==> src/rtl/frequency_generator_if.sv <==
// Bus between a frequency_generator and whatever drives it: digit/period requests in,
// generated waveform and status out.
interface frequency_generator_if #(
  parameter int BITS = 12
);
  logic [3:0]      ten_count;
  logic [3:0]      unit_count;
  logic            load;
  logic [BITS-1:0] period;
  logic            period_load;
  logic            signal;
  logic            window;
  logic            busy;
  logic [1:0]      dbg_state;

  modport master (
    output ten_count, unit_count, load, period, period_load,
    input  signal, window, busy, dbg_state
  );

  modport slave (
    input  ten_count, unit_count, load, period, period_load,
    output signal, window, busy, dbg_state
  );
endinterface

==> src/rtl/frequency_generator.sv <==
// Square-wave test source: exactly N = 0..99 rising edges per update window, spread evenly
// by a phase accumulator. Digits are converted BCD->binary and armed at a window boundary.
module frequency_generator #(
  parameter int              BITS          = 12,
  parameter logic [BITS-1:0] UPDATE_PERIOD = BITS'(1199)
) (
  input logic                  clk,
  input logic                  reset,
  frequency_generator_if.slave bus
);

  typedef enum logic [1:0] {
    IDLE    = 2'd0,
    CONVERT = 2'd1,
    ARMED   = 2'd2
  } state_e;

  state_e          state_q, state_d;
  logic [6:0]      bin_q, bin_d;
  logic [3:0]      tens_q, tens_d;
  logic [6:0]      target_q, target_d;

  logic [BITS-1:0] period_q;
  logic [BITS-1:0] cnt_q;
  logic [BITS:0]   acc_q;
  logic            signal_q;

  logic [BITS:0]   p_len;
  logic [BITS:0]   half;
  logic [6:0]      eff;
  logic [7:0]      step;
  logic [BITS:0]   sum;
  logic            win_end;
  logic [3:0]      ten_c;
  logic [3:0]      unit_c;

  // Asking for more edges than P/2 would need more than one toggle per clock.
  assign p_len   = (BITS+1)'(period_q) + (BITS+1)'(1);
  assign half    = p_len >> 1;
  assign eff     = ((BITS+1)'(target_q) < half) ? target_q : half[6:0];
  assign step    = {eff, 1'b0};
  assign sum     = acc_q + (BITS+1)'(step);
  assign win_end = (cnt_q >= period_q);

  assign ten_c  = (bus.ten_count  > 4'd9) ? 4'd9 : bus.ten_count;
  assign unit_c = (bus.unit_count > 4'd9) ? 4'd9 : bus.unit_count;

  // NOTE: state registers use non-blocking assignments so every flop samples pre-edge values.
  always_ff @(posedge clk) begin
    if (reset) begin
      period_q <= UPDATE_PERIOD;
      cnt_q    <= '0;
      acc_q    <= '0;
      signal_q <= 1'b0;
    end else if (bus.period_load) begin
      period_q <= bus.period;
      cnt_q    <= '0;
      acc_q    <= '0;
      signal_q <= 1'b0;
    end else begin
      cnt_q <= win_end ? '0 : cnt_q + BITS'(1);
      // Over a whole window step*P is added and P removed per toggle, so acc returns to 0.
      if (sum >= p_len) begin
        acc_q    <= sum - p_len;
        signal_q <= ~signal_q;
      end else begin
        acc_q <= sum;
      end
    end
  end

  always_ff @(posedge clk) begin
    if (reset) begin
      state_q  <= IDLE;
      bin_q    <= '0;
      tens_q   <= '0;
      target_q <= '0;
    end else begin
      state_q  <= state_d;
      bin_q    <= bin_d;
      tens_q   <= tens_d;
      target_q <= target_d;
    end
  end

  // NOTE: every next-state signal gets its hold value first, so no path can infer a latch.
  always_comb begin
    state_d  = state_q;
    bin_d    = bin_q;
    tens_d   = tens_q;
    target_d = target_q;
    if (bus.load) begin
      bin_d   = {3'b000, unit_c};
      tens_d  = ten_c;
      state_d = CONVERT;
    end else begin
      case (state_q)
        IDLE: state_d = IDLE;
        CONVERT: begin
          if (tens_q != 4'd0) begin
            bin_d  = bin_q + 7'd10;
            tens_d = tens_q - 4'd1;
          end else begin
            state_d = ARMED;
          end
        end
        ARMED: begin
          // Arming only at the boundary keeps each window at a single edge count.
          if (win_end) begin
            target_d = bin_q;
            state_d  = IDLE;
          end
        end
        default: state_d = IDLE;
      endcase
    end
  end

  assign bus.signal    = signal_q;
  assign bus.window    = win_end;
  assign bus.busy      = (state_q != IDLE);
  assign bus.dbg_state = state_q;

endmodule

==> src/flat_wrapper.sv <==
// flat-port wrapper written by rule: the top's interface ports become plain ports
module frequency_generator_flat 
#(
  parameter int              BITS          = 12,
  parameter logic [BITS-1:0] UPDATE_PERIOD = BITS'(1199)
)
  (clk, reset, bus_ten_count, bus_unit_count, bus_load, bus_period, bus_period_load, bus_signal, bus_window, bus_busy, bus_dbg_state);
  frequency_generator_if #(.BITS(BITS)) bus_i ();
  input logic clk;
  input logic reset;
  input wire logic [$bits(bus_i.ten_count)-1:0] bus_ten_count;
  input wire logic [$bits(bus_i.unit_count)-1:0] bus_unit_count;
  input wire logic [$bits(bus_i.load)-1:0] bus_load;
  input wire logic [$bits(bus_i.period)-1:0] bus_period;
  input wire logic [$bits(bus_i.period_load)-1:0] bus_period_load;
  output wire logic [$bits(bus_i.signal)-1:0] bus_signal;
  output wire logic [$bits(bus_i.window)-1:0] bus_window;
  output wire logic [$bits(bus_i.busy)-1:0] bus_busy;
  output wire logic [$bits(bus_i.dbg_state)-1:0] bus_dbg_state;
  assign bus_i.ten_count = bus_ten_count;
  assign bus_i.unit_count = bus_unit_count;
  assign bus_i.load = bus_load;
  assign bus_i.period = bus_period;
  assign bus_i.period_load = bus_period_load;
  assign bus_signal = bus_i.signal;
  assign bus_window = bus_i.window;
  assign bus_busy = bus_i.busy;
  assign bus_dbg_state = bus_i.dbg_state;
  frequency_generator #(.BITS(BITS), .UPDATE_PERIOD(UPDATE_PERIOD)) u_core (.clk(clk), .reset(reset), .bus(bus_i));
endmodule
==> config.mk <==
export PLATFORM = sky130hd
export DESIGN_NAME = frequency_generator_flat
export DESIGN_NICKNAME = d
export VERILOG_FILES = /design/src/rtl/frequency_generator_if.sv /design/src/rtl/frequency_generator.sv /design/src/flat_wrapper.sv
export SDC_FILE = /design/constraint.sdc
export NUM_CORES = 1
export LEC_CHECK = 0
export BUFFER_PORTS_ARGS = -buffer_cell sky130_fd_sc_hd__buf_2
export CAP_MARGIN = 20
export CELL_PAD_IN_SITES_DETAIL_PLACEMENT = 1
export CELL_PAD_IN_SITES_GLOBAL_PLACEMENT = 1
export CORE_MARGIN = 3
export CORE_UTILIZATION = 42
export DETAILED_ROUTE_END_ITERATION = 8
export GPL_ROUTABILITY_DRIVEN = 1
export PLACE_DENSITY = 0.8
export SETUP_SLACK_MARGIN = 0.05
export SLEW_MARGIN = 20
export SYNTH_ARGS = -nofsm -noshare
export SYNTH_HDL_FRONTEND = slang
export SYNTH_SLANG_ARGS = --single-unit
==> constraint.sdc <==
create_clock -name clk -period 5.4 [get_ports clk]
set_input_delay 0.81 -clock clk [delete_from_list [all_inputs] [get_ports clk]]
set_output_delay 0.81 -clock clk [all_outputs]
set_load 0.02 [all_outputs]
Yosys cells after proc, flatten, opt, wreduce, memory -nomap -nowiden
Cells that the tools add are included.
{ "totals": {"register_bits": 58, "input_bits": 24, "out_inout_bits": 5, "wordCells": 55} }
{ "op_classes": {"add_sub_neg": 6, "n_lt_le_gt_ge": 5, "n_eq_ne": 6, "n_mux": 14, "bitwise": 2, "reduce_logical": 12} }
{ "op_table": {"columns": ["op", "n"], "rows": [
  ["$mux W4", 8],
  ["$add A12 B1 Y13 const B", 1],
  ["$add A13 B8 Y13", 1],
  ["$ge A13 B13 Y1", 1],
  ["$mux W13", 1],
  ["$sub A13 B13 Y13", 1],
  ["$add A12 B1 Y12 const B", 1],
  ["$ge A12 B12 Y1", 1],
  ["$lt A7 B12 Y1", 1],
  ["$gt A4 B4 Y1 const B", 2],
  ["$reduce_and A2 Y1", 4],
  ["$add A7 B4 Y7 const B", 1],
  ["$mux W7", 1],
  ["$reduce_bool A2 Y1", 3],
  ["$mux W2", 2],
  ["$pmux W2 S2", 1],
  ["$reduce_bool A4 Y1", 1],
  ["$reduce_or A2 Y1", 2],
  ["$sub A4 B1 Y4 const B", 1],
  ["$ne A3 B2 Y1 const B", 1],
  ["$ne A3 B3 Y1 const B", 1],
  ["$reduce_and A3 Y1", 1],
  ["$reduce_or A3 Y1", 1],
  ["$eq A2 B1 Y1 const B", 1],
  ["5 further kinds", 6]
]} }

Depth between registers and ports, before layout
Gate-level depths: netlist of the first run.
{ "logic_depth": {"ltp_word": 6, "ltp_mapped": 29, "ltp_nobuf": 27} }

Worst setup path before layout of the first run
No wires, ideal clock.
{ "synth_path": {"path_type": "register to register", "start": "register u_core.period_q[2]", "end": "register u_core.acc_q[0]", "setup_ns": 0.086, "t_arrival_ns": 5.508, "required_time_ns": 5.314, "slack_ns": -0.194, "path_stages_with_launch": 28, "n_path_buf": 2, "period_less_slack_ns": 5.594, "cell_sequence": "dfxtp_1 nand4_1 or2_2 nor3_1 xnor2_1 ha_1 nor2_1 nor3_1 o21a_1 buf_2 mux2_2 ha_1 fa_1 nand3_1 a21oi_1 o21ai_0 a21boi_0 o21ai_0 xnor2_1 ha_1 and3_1 nand2_1 nor4_1 a21boi_2 a22oi_4 buf_6 nor2_1 a211oi_1"} }
{ "synth_between": {"elab_chain_cells": 6} }
{ "synth_lines": {"columns": ["element", "line_no", "text"], "rows": [
  ["from (decl)", "frequency_generator.sv:23", "logic [BITS-1:0] period_q;"],
  ["from (signal assigned)", "frequency_generator.sv:56", "period_q <= bus.period;"],
  ["$add A12 B1 Y13 (*)", "frequency_generator.sv:38", "assign p_len = (BITS+1)'(period_q) + (BITS+1)'(1);"],
  ["$lt A7 B12 Y1", "frequency_generator.sv:40", "assign eff = ((BITS+1)'(target_q) < half) ? target_q : half[6:0];"],
  ["$mux W7", "frequency_generator.sv:40", null],
  ["$add A13 B8 Y13", "frequency_generator.sv:42", "assign sum = acc_q + (BITS+1)'(step);"],
  ["$ge A13 B13 Y1 (*)", "frequency_generator.sv:63", "if (sum >= p_len) begin"],
  ["$mux W13 (*)", "frequency_generator.sv:63", null],
  ["to (signal assigned)", "frequency_generator.sv:64", "acc_q <= sum - p_len;"],
  ["to (signal assigned)", "frequency_generator.sv:67", "acc_q <= sum;"],
  ["to (decl)", "frequency_generator.sv:25", "logic [BITS:0] acc_q;"]
]} }
Every way passes the cells marked *; elsewhere a longest branch is shown, timed or not.
A chain may end at the register's enable or synchronous reset.

Final worst setup path of the first run
{ "layout_path": {"start": "register u_core.period_q[0]", "end": "register u_core.acc_q[3]"} }
{ "layout_between": {"elab_chain_cells": 6, "word_cells_on_any_way": 7, "classes_between": "add/sub (3); order compare (2); mux (2)"} }
{ "layout_lines": {"columns": ["element", "line_no"], "rows": [
  ["$add A12 B1 Y13 (*)", "frequency_generator.sv:38"],
  ["$lt A7 B12 Y1", "frequency_generator.sv:40"],
  ["$mux W7", "frequency_generator.sv:40"],
  ["$add A13 B8 Y13", "frequency_generator.sv:42"],
  ["$sub A13 B13 Y13 / $ge A13 B13 Y1 (equally long branches)", "frequency_generator.sv:64, frequency_generator.sv:63"],
  ["$mux W13 (*)", "frequency_generator.sv:63"]
]} }
Marks and branches as above.

==> reports/qor.yml, run 1 <==
status: "finished, violations left"
violations: "setup timing"
final_nets: 634
hpwl_um: 8330
core_area_um2: 8930
start_util_pct: 44.4
n_antenna_cell: 0
drt_wl_total_um: 13100
synth.area.top_cells: "dfxtp_1 29%, ha_1 13%, mux2i_1 5.8%"
max_stage_delay_ns: 0.41
max_freq_ghz: 0.179
yosysSeqAreaShare_pct: 29.3
grt_pass1_vias: 3928
first_pass_iters: 4
syn_inst: 477
h-tree-depth: 3
fin_setup_tns_ns: -1.68
path_class: "flop to flop"
holdWs_ns: 0.471
synth_area_leader_cell: "dfxtp_1"
synth-seq-cells: 58
grt_pass1_wl_um: 18800
finalCritPeriodShare_pct: 103
vias_per_cell: 5.62
ir_drop_uv: 128
critPathMostFrequentCell: "ha_1"
cp-end-kind: "flop"
avgRoutedWirePerCell_um: 19.3
dieArea_um2: 10600
relSlewSlack_pct: 29.3
netlist.area_leader.share_pct: 29.3
hold_path.class: "flop to flop"
async_reset_ff_share_pct: 0
grt_util_all_layers_pct: 22.4
grt.busiest_layer: "met2"
yosys.cell_types.count: 53
cts_tree: "yes"
ant_nets: 0
path_delay_family: "compound AO/OA/AOI/OAI gates"
avgSynthCellArea_um2: 8.31
grt_overflow: 0
synth_edf_count: 0
vias: 3824
required_ns: 5.65
ys_warn_count: 0
antenna_found_initial: 0
netlist_area_um2: 3960
drv_slew: 0
slowest_stage: "ha_1"
placed_cell_area_um2: 4470
path_buf_inv: 3
io_pins: 29
die_h_um: 103
cp-start-kind: "flop"
numPortBuffers: 28
setup_viol: 14
grt_max_degree: 23
grtUsageMet3_pct: 4.06
arrival_ns: 5.82
final_common_cell: "buf_4"
powerDensity_nw_per_um2: 208
die_w_um: 103
design_area_um2: 5220
numCtsBuffers: 9
rows: 34
synth-main-ff-cell: "dfxtp_1"
drt_iter0_drc: 146
cts_buffer_depth: 2
clk_pin_slew_ns: 0.07
clock-skew-final_ns: 0.00725
cts_root_buffer: "clkbuf_8"
met2_usage_pct: 40.0
cts_sinks: 58
cap_violations: 0
power.leakage_uw: 0.00230
drc_errors: 0
grt_use_met1_pct: 27.4
nFillCells: 1067
finalHoldViolCount: 0
power.total_uw: 1080
gp_congestion: 0.940
rsz0062_at_grt: "yes"
worst-path-max-fanout: 4
pre_cts_ws_ns: -0.251
finalCriticalPeriod_ns: 5.57
layout_common_cells: "61 x buf_4, 54 x dfxtp_1, 53 x nor2_1"
drive_gt1_share_pct: 29.3
syn2layout_area_growth_pct: 31.6
setup_ws_ns: -0.175
multiInputGateArea_um2: 2910
synth_nets: 543
seqCellArea_um2: 1170
tightest_slew_ns: 1.06
clock_latency_ns: 0.34
==> Yosys cell counts (3+ instances only) <==
library cell  count
nor2_1           59
dfxtp_1          58
nand2_1          41
ha_1             40
inv_1            31
mux2i_1          23
xor2_1           23
a21oi_1          22
xnor2_1          21
o21ai_0          15
nand3_1          12
clkbuf_1         10
nor3_1           10
o211ai_1         10
a21o_1            8
nand4_1           7
nor2b_1           6
and3_1            5
nand2b_1          5
o21a_1            5
a211oi_1          4
nor4_1            4
o22a_1            4
or2_2             4
or3_1             4
a21boi_0          3
and2_1            3
nor3b_1           3
o22ai_1           3
o2bb2ai_1         3
==> worst min-delay path, stage by stage (launching register included) <==
cell,delay (ns)
dfxtp_1,0.32
nand2_1,0.05
mux2i_1,0.05
==> final timing paths <==
path,start,to,slack [ns],depth (start not counted)
max reg2reg,u_core.period_q[0]$_SDFFE_PP1P_,u_core.acc_q[3]$_SDFF_PP0_,-0.17,27
min reg2reg,u_core.bin_q[0]$_SDFFE_PP0P_,u_core.target_q[0]$_SDFFE_PP0P_,0.47,2
max,u_core.period_q[0]$_SDFFE_PP1P_,u_core.acc_q[3]$_SDFF_PP0_,-0.17,27
min,u_core.bin_q[0]$_SDFFE_PP0P_,u_core.target_q[0]$_SDFFE_PP0P_,0.47,2
==> stage by stage <==
stage | std cells | util [%]
2_1_floorplan | 477 | -
3_3_place_gp | 635 | 50.0
3_5_place_dp | 635 | 50.0
4_1_cts | 656 | 53.5
5_1_grt | 681 | 58.4
6_report | 681 | 58.4
==> report_power, final <==
part / leakage [uW] / internal [uW] / switching [uW]
Clock: 0.0000889 / 214 / 195
Sequential: 0.000472 / 439 / 14.4
Combinational: 0.00174 / 99.4 / 122
==> area by class of cell <==
| cell class | count | area share, % |
|---|---|---|
| Clock buffer | 10 | 2.45 |
| Timing Repair Buffer | 95 | 13.2 |
| Clock inverter | 6 | 1.27 |
| Sequential cell | 58 | 22.5 |
| Inverter | 31 | 2.23 |
| Multi-Input combinational cell | 373 | 55.8 |
| Tap cell | 108 | 2.59 |
==> kinds of logic after synthesis <==
logic type      count (synthesis)  share of synthesized area, %
fa+ha+maj                      44                          14.2
simple gates                  165                          19.2
mux                            24                          6.09
buf+inv                        46                          4.77
xor+xnor                       44                          9.73
flops                          58                          29.3
compound gates                 96                          16.7
==> what timing repair did <==
action / 4_1_cts / 5_1_grt
pin swaps: 3 / 44
setup buffers: 5 / 24
gates cloned: 0 / 1
resized for setup: 17 / 51
setup endpoints to repair: 14 / 14
hold buffers: 0 / 0
==> per-layer routing <==
| metal | wire length (um) | vias to the layer above |
|---|---|---|
| li1 | - | 1850 |
| met1 | 5420 | 1882 |
| met2 | 7010 | 67 |
| met3 | 312 | 25 |
| met4 | 401 | 0 |
| met5 | 0 | - |
==> state kept, by name (all words and copies together) (netlist names) <==
| register | cells |
|---|---|
| u_core.acc_q | 13 |
| u_core.bin_q | 7 |
| u_core.bus.dbg_state | 2 |
| u_core.bus.signal | 1 |
| u_core.cnt_q | 12 |
| u_core.period_q | 12 |
| u_core.target_q | 7 |
| u_core.tens_q | 4 |
Note: power is estimated with default switching activity, not from simulation.
==> inputs of run 2 (changes only) <==
--- a/config.mk
+++ b/config.mk
@@ -14,6 +14,7 @@
 export DETAILED_ROUTE_END_ITERATION = 8
 export GPL_ROUTABILITY_DRIVEN = 1
 export PLACE_DENSITY = 0.8
+export REMOVE_ABC_BUFFERS = 1
 export SETUP_SLACK_MARGIN = 0.05
 export SLEW_MARGIN = 20
 export SYNTH_ARGS = -nofsm -noshare
==> run 2 against run 1 <==
Against the previous run:
- the flow still finishes with violations (setup timing)
- hold slack improved by 0.015 ns
- wire length increased by 21%
- critical endpoint is now u_core.acc_q[8]$_SDFF_PP0_
- combinational power increased by 11%
- utilization increased by 0.60 points
- clock skew increased by 0.0058 ns
- critical path type unchanged
- flip-flop and latch count unchanged
==> reports/qor.yml, run 2 (synthesis results as in run 1) <==
status: "finished, violations left"
violations: "setup timing"
rsz0062_at_grt: "yes"
grt_max_degree: 23  # unchanged
nFillCells: 1031  # -3.4%
n_antenna_cell: 0  # unchanged
hp-start: "u_core.bin_q[0]$_SDFFE_PP0P_"
finalHoldViolCount: 0  # unchanged
ir_drop_uv: 124  # -3.6%
drv_slew: 0  # unchanged
max_freq_ghz: 0.175  # -2.5%
relSlewSlack_pct: 28.5  # -0.75 points
cts_sinks: 58  # unchanged
antenna_found_initial: 0  # unchanged
worst-path-max-fanout: 5  # +1
cts_hold_buf: 0  # unchanged
core_area_um2: 8930  # unchanged
reg2reg_slack_ns: -0.32  # -0.14 ns
die_w_um: 103  # unchanged
fin_cells: 680  # -0.15%
finalCritPeriodShare_pct: 106  # +2.6 points
clk_pin_slew_ns: 0.08  # about the same
cp-end-kind: "flop"
io_pins: 29  # unchanged
pre_cts_ws_ns: -0.359  # -0.108 ns
cts_tree: "yes"
start_util_pct: 44.4  # unchanged
grt_pass1_vias: 4089  # +4.1%
powerDensity_nw_per_um2: 215  # +3.2%
top_regs: "u_core.acc_q: 13 flops, u_core.cnt_q: 12 flops, u_core.period_q: 12 flops"
power.leakage_uw: 0.00231  # +0.52%
whs_path_depth: 2  # unchanged
setup_viol: 14  # unchanged
path_class: "flop to flop"
setup_ws_ns: -0.316  # -0.141 ns
tightest_slew_ns: 1.07  # +0.0113 ns
layout_common_cells: "59 x buf_4, 54 x dfxtp_1, 53 x nor2_1"
required_ns: 5.65  # about the same
cp-start-kind: "flop"
cts_root_buffer: "clkbuf_8"
cap_violations: 0  # unchanged
drive_gt1_share_pct: 30.8  # +1.4 points
avgRoutedWirePerCell_um: 23.3  # +21%
h-tree-depth: 3  # unchanged
post-place-cells: 642  # +1.1%
ant_nets: 0  # unchanged
die_h_um: 103  # unchanged
clock-skew-final_ns: 0.0131  # +0.00580 ns
largest_reg_flops: 13  # unchanged
drt_wl_total_um: 15900  # +21%
final_nets: 633  # -0.16%
grt_overflow: 0  # unchanged
clock_latency_ns: 0.37  # +0.03 ns
seqCellArea_um2: 1170  # unchanged
hold_path.class: "flop to flop"
rows: 34  # unchanged
arrival_ns: 5.96  # +0.14 ns
multiInputGateArea_um2: 2990  # +2.5%
vias: 4107  # +7.4%
reg2regPathDepth: 26  # -3.7%
syn2layout_area_growth_pct: 33.0
power.total_uw: 1130  # +4.3%
grt_util_all_layers_pct: 24.6  # +2.1 points
drc_errors: 0  # unchanged
finalCriticalPeriod_ns: 5.72  # +0.141 ns
top_register: "u_core.acc_q"
drt_iter0_drc: 235  # +61%
final_common_cell: "buf_4"
numPortBuffers: 28  # unchanged
vias_per_cell: 6.04  # +7.6%
hpwl_um: 8460  # +1.6%
r2r_start: "u_core.period_q[0]$_SDFFE_PP1P_"
gp_congestion: 0.887  # -5.7%
first_pass_iters: 5  # +1
hold_end: "u_core.target_q[0]$_SDFFE_PP0P_"
dieArea_um2: 10600  # unchanged
grt_pass1_wl_um: 20100  # +7.3%
numCtsBuffers: 9  # unchanged
r2r-end: "u_core.acc_q[8]$_SDFF_PP0_"
cts_buffer_depth: 2  # unchanged
==> run 2: cell count changes in the layout (fill, tap and decap cells not counted), sizes merged <==
| cell | previous run | this run |
|---|---|---|
| clkinvlp | 3 | 2 |
| clkbuf | 11 | 9 |
| inv | 32 | 33 |
| clkinv | 1 | 2 |
==> run 2: layout make-up <==
cell class | instances | share of cell area [%]
Clock buffer | 9 | 2.35
Clock inverter | 7 | 1.45
Inverter | 31 | 2.21
Multi-Input combinational cell | 373 | 56.6
Sequential cell | 58 | 22.2
Tap cell | 108 | 2.56
Timing Repair Buffer | 94 | 12.6
==> run 2: power breakdown <==
group	internal [uW]	switching (uW)
Clock	216	214
Combinational	109	137
Sequential	439	15.8
Total	764	367
==> run 2: worst max path at each step <==
stage	from	end	slack, ns
6_report	u_core.period_q[0]$_SDFFE_PP1P_	u_core.acc_q[8]$_SDFF_PP0_	-0.32
5_1_grt	u_core.period_q[0]$_SDFFE_PP1P_	u_core.acc_q[8]$_SDFF_PP0_	-0.48
4_1_cts	u_core.period_q[0]$_SDFFE_PP1P_	u_core.acc_q[2]$_SDFF_PP0_	0.07
3_5_place_dp	u_core.period_q[1]$_SDFFE_PP1P_	u_core.acc_q[3]$_SDFF_PP0_	-0.36
3_3_place_gp	u_core.period_q[1]$_SDFFE_PP1P_	u_core.acc_q[3]$_SDFF_PP0_	-0.08
2_1_floorplan	u_core.period_q[2]$_SDFFE_PP1P_	u_core.acc_q[5]$_SDFF_PP0_	-0.29
==> run 2: what timing repair did <==
action / in CTS / in global routing
resized for setup: 27 / 57
pin swaps: 9 / 37
setup endpoints to repair: 14 / 14
gates cloned: 1 / 0
buffers inserted: 5 / 17
hold endpoints to repair: 0 / 0
==> run 2: worst max-delay path, cell delays in order, from the launching register on <==
cell       delay, ns
dfxtp_4         0.39
nand4_1         0.13
or2_4           0.29
buf_4           0.15
nor4_2          0.24
o211ai_1        0.18
nor3_4          0.25
o21a_1          0.26
buf_6           0.15
mux2i_4         0.27
ha_4            0.24
a21o_1          0.17
a21oi_2         0.17
nor2b_2         0.08
o31ai_2         0.37
o2bb2ai_2       0.19
nor2_2          0.06
xor2_1          0.18
ha_1            0.38
and3_4          0.23
nand2_4         0.06
nor4_4          0.32
a21boi_4        0.10
a22oi_4         0.25
buf_4           0.19
mux2i_1         0.21
nor2_1          0.07
==> run 2: layer usage <==
| layer | track usage (%) | wire length, um | vias up |
|---|---|---|---|
| li1 | - | - | 1848 |
| met1 | 27.8 | 6410 | 2030 |
| met2 | 44.4 | 7910 | 157 |
| met3 | 5.48 | 765 | 72 |
| met4 | 9.76 | 778 | 0 |
| met5 | 0 | 0 | - |
==> run 2: through the flow <==
step | hold WS (ns) | util (%) | TNS (ns) | cell area (um2)
finish | 0.486 | 59.0 | -3.77 | 5270
floorplan | 0.438 | - | -2.70 | 3890
global placement | 0.453 | 50.4 | -0.103 | 4500
global route | 0.523 | 59.0 | -5.83 | 5270
detailed placement | 0.469 | 50.4 | -3.40 | 4500
CTS | 0.480 | 54.5 | 0 | 4870
==> inputs of run 3 (changes only) <==
--- a/config.mk
+++ b/config.mk
@@ -13,6 +13,7 @@
 export CORE_UTILIZATION = 42
 export DETAILED_ROUTE_END_ITERATION = 8
 export GPL_ROUTABILITY_DRIVEN = 1
+export GPL_TIMING_DRIVEN = 0
 export PLACE_DENSITY = 0.8
 export REMOVE_ABC_BUFFERS = 1
 export SETUP_SLACK_MARGIN = 0.05
@@ -20,3 +21,4 @@
 export SYNTH_ARGS = -nofsm -noshare
 export SYNTH_HDL_FRONTEND = slang
 export SYNTH_SLANG_ARGS = --single-unit
+export TNS_END_PERCENT = 5
==> constraint.sdc (replaced) <==
create_clock -name clk -period 5.4 [get_ports clk]
set_input_delay 0.27 -clock clk [delete_from_list [all_inputs] [get_ports clk]]
set_output_delay 0.27 -clock clk [all_outputs]
set_load 0.02 [all_outputs]
==> run 3 against run 2 <==
Against the previous run:
- the flow still finishes with violations (setup timing)
- clock skew is 0.0056 ns lower
- first-iteration DRC count down 67%
- global-route usage decreased by 2.1 points
- non-clock buffer count down 36
- worst setup slack better by 0.17 ns
- sequential share of layout area rose by 1.3 points
- die area unchanged
- combinational power decreased by 20%
- flip-flop and latch count unchanged
- wire length down 22%
==> reports/qor.yml, run 3 (synthesis results as in run 1) <==
cts_root_buffer: "clkbuf_8"
die_h_um: 103  # unchanged
worst-path-max-fanout: 5  # unchanged
reg2reg_slack_ns: -0.15  # +0.17 ns
drive_gt1_share_pct: 25.0  # -5.8 points
max_stage_delay_ns: 0.42  # +0.03 ns
drt_iter0_drc: 77  # -67%
relSlewSlack_pct: 43.6  # +15 points
first_pass_iters: 4  # -1
reg2regPathDepth: 27  # +3.8%
cp-start-kind: "flop"
status: "finished, violations left"
drc_errors: 0  # unchanged
clock-skew-final_ns: 0.00749  # -0.00557 ns
arrival_ns: 5.78  # -0.18 ns
whs_path_depth: 3  # +1
vias: 3671  # -11%
cts_buffer_depth: 2  # unchanged
final_common_cell: "nor2_1"
path_delay_family: "simple AND/OR/NAND/NOR gates"
layout_common_cells: "55 x nor2_1, 54 x dfxtp_1, 40 x nand2_1"
grt_pass1_wl_um: 18500  # -8.3%
die_w_um: 103  # unchanged
tightest_slew_ns: 0.840  # -0.230 ns
grt_overflow: 0  # unchanged
hold_path.class: "input pin to flop"
path_class: "flop to flop"
drt_wl_total_um: 12300  # -22%
gp_congestion: 0.805  # -9.3%
antenna_found_initial: 0  # unchanged
numCtsBuffers: 9  # unchanged
hp-start: "bus_period[5]"
n_antenna_cell: 0  # unchanged
finalHoldViolCount: 0  # unchanged
cts_sinks: 58  # unchanged
largest_reg_flops: 13  # unchanged
r2r-end: "u_core.acc_q[8]$_SDFF_PP0_"
cp-end-kind: "flop"
power.leakage_uw: 0.00214  # -7.7%
grt_pass1_vias: 3833  # -6.3%
grt_max_degree: 23  # unchanged
setup_ws_ns: -0.148  # +0.168 ns
ir_drop_uv: 192  # +56%
top_register: "u_core.acc_q"
slowest_stage: "fa_2"
vias_per_cell: 5.70  # -5.6%
setup_viol: 13  # -1
grt_util_all_layers_pct: 22.4  # -2.1 points
start_util_pct: 44.4  # unchanged
h-tree-depth: 3  # unchanged
placed_cell_area_um2: 4180  # -7.2%
max_freq_ghz: 0.180  # +3.0%
avgRoutedWirePerCell_um: 19.1  # -18%
rows: 34  # unchanged
finalCritPeriodShare_pct: 103  # -3.1 points
cap_violations: 0  # unchanged
required_ns: 5.63  # -0.02 ns
hold_end: "u_core.period_q[5]$_SDFFE_PP1P_"
cts_tree: "yes"
dieArea_um2: 10600  # unchanged
design_area_um2: 4990  # -5.4%
numPortBuffers: 28  # unchanged
hpwl_um: 7590  # -10%
finalCriticalPeriod_ns: 5.55  # -0.168 ns
rsz0062_at_grt: "yes"
drv_slew: 0  # unchanged
pre_cts_ws_ns: -1.27  # -0.907 ns
path_buf_inv: 1  # -2
ant_nets: 0  # unchanged
core_area_um2: 8930  # unchanged
clk_pin_slew_ns: 0.07  # about the same
syn2layout_area_growth_pct: 25.8
powerDensity_nw_per_um2: 223  # +3.7%
clock_latency_ns: 0.35  # -0.02 ns
io_pins: 29  # unchanged
final_nets: 597  # -5.7%
post-place-cells: 599  # -6.7%
top_regs: "u_core.acc_q: 13 flops, u_core.cnt_q: 12 flops, u_core.period_q: 12 flops"
critPathMostFrequentCell: "nor2_1"
violations: "setup timing"
power.total_uw: 1110  # -1.9%
r2r_start: "u_core.period_q[2]$_SDFFE_PP1P_"
cts_hold_buf: 0  # unchanged
fin_cells: 644  # -5.3%
[run 3: changes by cell type in the layout (fill, tap and decap cells not counted), moves of 3 or more]
cell     change
buf_4       -32
buf_6        -5
ha_1         -3
mux2i_1      -3
xnor2_2      +4
[run 3: where the power goes]
group	total [uW]	internal, uW	switching, uW
clock network	459	271	188
logic	196	82.6	114
registers	454	439	14.7
[run 3: how the worst max path moves through the flow]
stage / from / end / slack [ns] / cells after the start
5_1_grt: u_core.period_q[2]$_SDFFE_PP1P_ / u_core.acc_q[2]$_SDFF_PP0_ / -0.42 / 27
3_3_place_gp: u_core.period_q[0]$_SDFFE_PP1P_ / u_core.acc_q[5]$_SDFF_PP0_ / -1.05 / 25
2_1_floorplan: u_core.period_q[2]$_SDFFE_PP1P_ / u_core.acc_q[5]$_SDFF_PP0_ / -0.29 / 25
3_5_place_dp: u_core.period_q[2]$_SDFFE_PP1P_ / u_core.acc_q[7]$_SDFF_PP0_ / -1.27 / 25
4_1_cts: u_core.period_q[2]$_SDFFE_PP1P_ / u_core.acc_q[2]$_SDFF_PP0_ / 0.07 / 27
6_report: u_core.period_q[2]$_SDFFE_PP1P_ / u_core.acc_q[8]$_SDFF_PP0_ / -0.15 / 27
[run 3: repair_timing]
item / CTS / global route
setup endpoints to repair: 14 / 14
buffers inserted: 15 / 14
resized for setup: 41 / 37
pin swaps: 15 / 33
[run 3: cell type report]
cell class | instances | area (um2)
Fill cell | 1030 | 3950
Multi-Input combinational cell | 373 | 2960
Sequential cell | 58 | 1170
Timing Repair Buffer | 58 | 385
Clock buffer | 11 | 141
Tap cell | 108 | 135
Inverter | 31 | 116
Clock inverter | 5 | 77.6
[run 3: tightest hold or removal path: stages]
cell      delay (ns)
buf_2           0.09
nand2_1         0.05
o211ai_1        0.06
[run 3: layer usage]
| metal | part of all wire [%] | vias up | routed length [um] | global-route usage, % |
|---|---|---|---|---|
| met5 | 0 | - | 0 | 0 |
| met4 | 2.1 | 0 | 259 | 7.87 |
| met2 | 54 | 65 | 6600 | 40.5 |
| met1 | 41 | 1809 | 5010 | 25.5 |
| met3 | 3.5 | 24 | 430 | 5.68 |
| li1 | - | 1773 | - | - |
[run 3: per-stage QoR]
| stage | util, % | hold WS [ns] | TNS (ns) |
|---|---|---|---|
| 2_1_floorplan | - | 0.342 | -2.70 |
| 3_3_place_gp | 46.6 | 0.453 | -13.34 |
| 3_5_place_dp | 46.8 | 0.472 | -16.29 |
| 4_1_cts | 52.6 | 0.154 | 0 |
| 5_1_grt | 55.8 | 0.153 | -4.99 |
| 6_report | 55.8 | 0.157 | -1.37 |
